==> config.mk <==
export PLATFORM = sky130hd
export DESIGN_NAME = data_width_converter
export DESIGN_NICKNAME = d
export VERILOG_FILES = /design/src/rtl/data_width_converter.sv
export SDC_FILE = /design/constraint.sdc
export NUM_CORES = 1
export LEC_CHECK = 0
export CORE_MARGIN = 10
export CORE_UTILIZATION = 55
export DETAILED_ROUTE_END_ITERATION = 10
export GPL_TIMING_DRIVEN = 1
export PLACE_DENSITY = 0.85
export REMOVE_ABC_BUFFERS = 1
export SLEW_MARGIN = 20
export SYNTH_ARGS = -nofsm -noshare
export SYNTH_HDL_FRONTEND = slang
export SYNTH_SLANG_ARGS = --single-unit
==> constraint.sdc <==
create_clock -name clk -period 2.4 [get_ports clk]
set_input_delay 0.48 -clock clk [delete_from_list [all_inputs] [get_ports clk]]
set_output_delay 0.48 -clock clk [all_outputs]
set_load 0.05 [all_outputs]
==> src/rtl/data_width_converter.sv <==
// data_width_converter
//   Streams IN_WIDTH-bit beats out as OUT_WIDTH-bit words. The mode is fixed
//   by the parameters:
//     pack     (OUT > IN)  : RATIO beats are gathered into one word, LSB first.
//     unpack   (OUT < IN)  : one beat is split into RATIO slices, LSB first.
//     register (OUT == IN) : one-stage pipeline register.
//   Both sides use a req/ready handshake, and a burst marker travels with the
//   data. s_write_last closes a partial word in pack mode.
//
// Ports
//   clk             rising-edge clock
//   reset           synchronous reset, active low
//   s_write_req     input beat valid
//   s_write_ready   converter accepts a beat this cycle
//   s_write_data    input beat
//   s_write_last    beat ends a burst (flushes a partial word)
//   m_write_req     output word valid
//   m_write_ready   downstream accepts the word
//   m_write_data    output word
//   m_write_last    word ends a burst
//   m_write_num_ops number of valid OP_WIDTH lanes, counted from the LSB
module data_width_converter #(
    parameter int IN_WIDTH  = 64,
    parameter int OUT_WIDTH = 128,
    parameter int OP_WIDTH  = 16,
    localparam int NUM_OPS_W = $clog2(OUT_WIDTH / OP_WIDTH) + 1
) (
    input  logic                 clk,
    input  logic                 reset,
    input  logic                 s_write_req,
    output logic                 s_write_ready,
    input  logic [IN_WIDTH-1:0]  s_write_data,
    input  logic                 s_write_last,
    output logic                 m_write_req,
    input  logic                 m_write_ready,
    output logic [OUT_WIDTH-1:0] m_write_data,
    output logic                 m_write_last,
    output logic [NUM_OPS_W-1:0] m_write_num_ops
);

    localparam int MAX_W   = (IN_WIDTH > OUT_WIDTH) ? IN_WIDTH : OUT_WIDTH;
    localparam int MIN_W   = (IN_WIDTH > OUT_WIDTH) ? OUT_WIDTH : IN_WIDTH;
    localparam int RATIO   = MAX_W / MIN_W;
    localparam int CNT_W   = (RATIO > 1) ? $clog2(RATIO) : 1;
    localparam int OUT_OPS = OUT_WIDTH / OP_WIDTH;

    if (IN_WIDTH % OP_WIDTH != 0) begin : g_bad_in_width
        $error("IN_WIDTH must be a multiple of OP_WIDTH");
    end
    if (OUT_WIDTH % OP_WIDTH != 0) begin : g_bad_out_width
        $error("OUT_WIDTH must be a multiple of OP_WIDTH");
    end
    if (MAX_W % MIN_W != 0) begin : g_bad_ratio
        $error("larger width must be an integer multiple of the smaller width");
    end

    // en_q keeps s_write_ready low during reset and raises it one edge
    // after reset is released.
    logic             en_q, en_d;
    logic [CNT_W-1:0] cnt_q, cnt_d;
    logic             req_q, req_d;
    logic             last_q, last_d;
    logic             s_fire;
    logic             m_fire;

    assign en_d        = 1'b1;
    assign s_fire      = s_write_req && s_write_ready;
    assign m_fire      = m_write_req && m_write_ready;
    assign m_write_req = req_q;

    always_ff @(posedge clk) begin
        if (!reset) begin
            en_q   <= 1'b0;
            cnt_q  <= '0;
            req_q  <= 1'b0;
            last_q <= 1'b0;
        end else begin
            en_q   <= en_d;
            cnt_q  <= cnt_d;
            req_q  <= req_d;
            last_q <= last_d;
        end
    end

    if (OUT_WIDTH >= IN_WIDTH) begin : g_pack
        // Register mode is the pack path with RATIO == 1. Every beat closes
        // a word in that case.
        logic [OUT_WIDTH-1:0] acc_q, acc_d;
        logic [OUT_WIDTH-1:0] data_q, data_d;
        logic [NUM_OPS_W-1:0] nops_q, nops_d;
        logic [OUT_WIDTH-1:0] word_nxt;
        logic [NUM_OPS_W-1:0] nops_nxt;
        logic                 close_word;

        // A new word can be accepted whenever the output slot is free or
        // is being drained in the same cycle.
        assign s_write_ready   = en_q && !(req_q && !m_write_ready);
        assign m_write_data    = data_q;
        assign m_write_last    = last_q;
        assign m_write_num_ops = nops_q;

        always_comb begin
            acc_d      = acc_q;
            data_d     = data_q;
            nops_d     = nops_q;
            cnt_d      = cnt_q;
            req_d      = req_q;
            last_d     = last_q;
            word_nxt   = acc_q;
            nops_nxt   = '0;
            close_word = (cnt_q == CNT_W'(RATIO - 1)) || s_write_last;

            for (int s = 0; s < RATIO; s++) begin
                if (cnt_q == CNT_W'(s)) begin
                    word_nxt[s*IN_WIDTH +: IN_WIDTH] = s_write_data;
                    nops_nxt = NUM_OPS_W'((s + 1) * (IN_WIDTH / OP_WIDTH));
                end
            end

            if (m_fire) begin
                req_d = 1'b0;
            end

            if (s_fire) begin
                if (close_word) begin
                    // The accumulator is cleared on every close, so the slots
                    // above the closing beat are already zero.
                    data_d = word_nxt;
                    nops_d = nops_nxt;
                    last_d = s_write_last;
                    req_d  = 1'b1;
                    acc_d  = '0;
                    cnt_d  = '0;
                end else begin
                    acc_d = word_nxt;
                    cnt_d = cnt_q + CNT_W'(1);
                end
            end
        end

        always_ff @(posedge clk) begin
            if (!reset) begin
                acc_q  <= '0;
                data_q <= '0;
                nops_q <= '0;
            end else begin
                acc_q  <= acc_d;
                data_q <= data_d;
                nops_q <= nops_d;
            end
        end
    end else begin : g_unpack
        // The holding register shifts right by one slice per output transfer,
        // so the slice on the bus is always in the low bits.
        logic [IN_WIDTH-1:0] hold_q, hold_d;
        logic                final_slice;

        assign final_slice     = (cnt_q == CNT_W'(RATIO - 1));
        assign s_write_ready   = en_q && (!req_q || (final_slice && m_write_ready));
        assign m_write_data    = hold_q[OUT_WIDTH-1:0];
        assign m_write_last    = req_q && last_q && final_slice;
        assign m_write_num_ops = req_q ? NUM_OPS_W'(OUT_OPS) : '0;

        always_comb begin
            hold_d = hold_q;
            cnt_d  = cnt_q;
            req_d  = req_q;
            last_d = last_q;

            if (m_fire) begin
                if (final_slice) begin
                    req_d = 1'b0;
                    cnt_d = '0;
                end else begin
                    cnt_d  = cnt_q + CNT_W'(1);
                    hold_d = hold_q >> OUT_WIDTH;
                end
            end

            // A new beat can only land while the final slice leaves, so it
            // overrides the drain update above.
            if (s_fire) begin
                hold_d = s_write_data;
                cnt_d  = '0;
                req_d  = 1'b1;
                last_d = s_write_last;
            end
        end

        always_ff @(posedge clk) begin
            if (!reset) begin
                hold_q <= '0;
            end else begin
                hold_q <= hold_d;
            end
        end
    end

endmodule

==> results_dict.tcl <==
set metrics [dict create \
    criticalPathCategory "reg2out" \
    postCtsHoldBufs 0 \
    wl_um 31000 \
    wl_met3_um 2360 \
    crit_chain "clkdlybuf4s50_1" \
    skew_ns 0.0177 \
    synth-seq-cells 262 \
    fp.dieW_um 159 \
    ys_types 28 \
    layout.nets 1250 \
    clk_pin_slew_ns 0.06 \
    syn_to_final_growth_pct 27.2 \
    grtUsageTotal_pct 22.9 \
    synth_edf_count 0 \
    cpLargestDelayFamily "buffers and inverters" \
    cp_slowest_cell "clkdlybuf4s50_1" \
    critPathCapture "m_write_data[2]" \
    insertion_delay_ns 0.52 \
    drive_above_1_share_pct 7.67 \
    reg2reg_from "cnt_q" \
    ys_warn_count 0 \
    met1Wirelength_um 12800 \
    grt_max_degree 91 \
    drc 0 \
    highest_layer "met4" \
    p_seq_share_pct 44.3 \
    arrival_ns 1.76 \
    min_from "reset" \
    grt.overflow.total 0 \
    cts-root-buf "clkbuf_16" \
    slew_headroom_pct 61.1 \
    crit_path_end_kind "output pin" \
    io_buffer_count 201 \
    diodes 0 \
    drv_slew 0 \
    hpwlAfterDp_um 18500 \
    cts_tree "done" \
    synth_area_leaders "dfxtp_1, mux2i_1, a211oi_1" \
    clock_sinks 262 \
    ctsResizeCount 0 \
    synth_area_um2 10700 \
    synthArstFlopShare_pct 0 \
    path_depth 1 \
    routabilityCongestion 0.784 \
    syn_avg_cell_area_um2 10.0 \
    via_count 9340 \
    htreeDepth 1 \
    period_needed_ns 2.24 \
    cp.required_ns 1.92 \
    hold_violations 0 \
    final_cell_mix "dfxtp_1, clkdlybuf4s50_1, mux2i_1, a31oi_1, a211oi_1" \
    pin_count 204 \
    ys_seq_area_share_pct 49.1 \
    drtIter0Drc 820 \
    cpPeakStageDelay_ns 0.84 \
    power_frac_comb_pct 15.8 \
    drt-vias-per-instance 6.40 \
    final_common_cell "dfxtp_1" \
    yosys.area.top_type "dfxtp_1" \
    synth_top_area_share_pct 49.1 \
    hold_slack_ns 0.400 \
    fmax_ghz 0.446 \
    reg2reg_to "m_write_data[4]" \
    ant_nets 0 \
    p_sw_mw 2.80 \
    p_sw_share_pct 26.9 \
    cts_buffers 26 \
    grt_pass1_vias 9313 \
    placeableCoreArea_um2 18900 \
    critPathLaunch "m_write_data[2]" \
    worst-path-buf-inv 1 \
    regToRegSetupSlack_ns 0.74 \
    p_int_mw 7.60 \
    synth_ff_type "dfxtp_1" \
    hp-class "in2reg" \
    rsz0062_at_grt "false" \
    cts.path.max_buffers 3 \
    syn_inst 1069 \
    r2r_cells 4 \
    start_util_pct 56.6 \
    report.power.total_mw 10.4 \
    dieArea_um2 25400 \
    fin_crit_sh_pct 93.4 \
    cp_max_fo 2 \
    fillers 1421 \
    ir_drop_v 0.000540 \
    startpoint_type "register" \
    pwr-share-clk_pct 39.9 \
    dr.pass1.iters 5 \
    postCtsSetupRepairBufs 0 \
    cap_violations 0 \
    finalSetupViolCount 0 \
    route.met2.wl_um 15000 \
    dieHeight_um 159 \
    row_count 50 \
    antenna_found_initial 0 \
    cellLeakagePower_nw 4.60 \
    wl_per_cell_um 21.2 \
    grt_pass1_wl_um 50100 \
    power_density_nw_per_um2 765 \
    tightestPinTransition_ns 0.582 \
    status "completed" \
]
final cells by class:
class	count	area [um^2]	share of cell area (%)
Sequential cell	262	5250	38.6
Multi-Input combinational cell	662	4710	34.6
Timing Repair Buffer	228	2410	17.7
Clock buffer	46	897	6.60
Tap cell	260	325	2.39
Inverter	1	8.76	0.0644
Clock inverter	1	5.00	0.0368
synth_stat cells, types with 10 or more instances:
| master | count |
|---|---|
| dfxtp_1 | 262 |
| mux2i_1 | 128 |
| a31oi_1 | 127 |
| a211oi_1 | 117 |
| a21oi_1 | 66 |
| buf_2 | 66 |
| and3_1 | 65 |
| nand4_1 | 65 |
| o21ai_0 | 65 |
| clkbuf_1 | 41 |
| buf_4 | 25 |
| a211oi_2 | 10 |
worst min path at each step:
| stage | depth (start not counted) | endpoint | slack (ns) |
|---|---|---|---|
| after floorplan | 2 | g_pack.acc_q[0] | 0.45 |
| after global placement | 2 | g_pack.acc_q[32] | 0.46 |
| after detailed placement | 2 | g_pack.acc_q[43] | 0.46 |
| after CTS | 2 | en_q | 0.39 |
| final | 2 | en_q | 0.40 |
| after global routing | 2 | en_q | 0.40 |
per-stage QoR:
stage / utilization, % / setup TNS (ns) / worst slack [ns] / instance area (um^2) / cells
6_report: 72.0 / 0 / 0.159 / 13600 / 1460
3_3_place_gp: 67.2 / 0 / 0.291 / 12700 / 1413
5_1_grt: 72.0 / 0 / 0.108 / 13600 / 1460
4_1_cts: 72.0 / 0 / 0.151 / 13600 / 1460
3_5_place_dp: 67.2 / 0 / 0.219 / 12700 / 1413
2_1_floorplan: - / -1396.09 / -6.33 / 9930 / 925
power by group through the flow:
stage / logic [mW] / clock network (mW) / registers (mW)
after floorplan: 0.564 / 0 / 5.15
after global placement: 1.61 / 0 / 4.69
after detailed placement: 1.64 / 0 / 4.70
after CTS: 1.65 / 4.20 / 4.61
after global routing: 1.74 / 4.40 / 4.62
final: 1.65 / 4.15 / 4.61
registers in the layout, indices dropped and copies added, names as in the netlist:
signal	cells
m_write_last	1
m_write_req	1
cnt_q	1
m_write_num_ops	2
en_q	1
m_write_data	128
g_pack.acc_q	128
layer usage:
layer  vias to the layer above  track usage, %
li1                       4321               -
met1                      4559            29.4
met2                       411            37.5
met3                        49            5.50
met4                         0            6.49
met5                         -               0
cell families (layout without fill, tap and decap cells):
logic type,Yosys count,count (layout),synth area share (%)
muxes,128,128,12.0
DFF,262,262,49.1
and+or+nand+nor,143,143,8.47
AOI/OAI and AO/OA,389,389,23.3
buffers and inverters,146,276,7.16
other,1,2,0.0351
(Power assumes the default switching activity.)
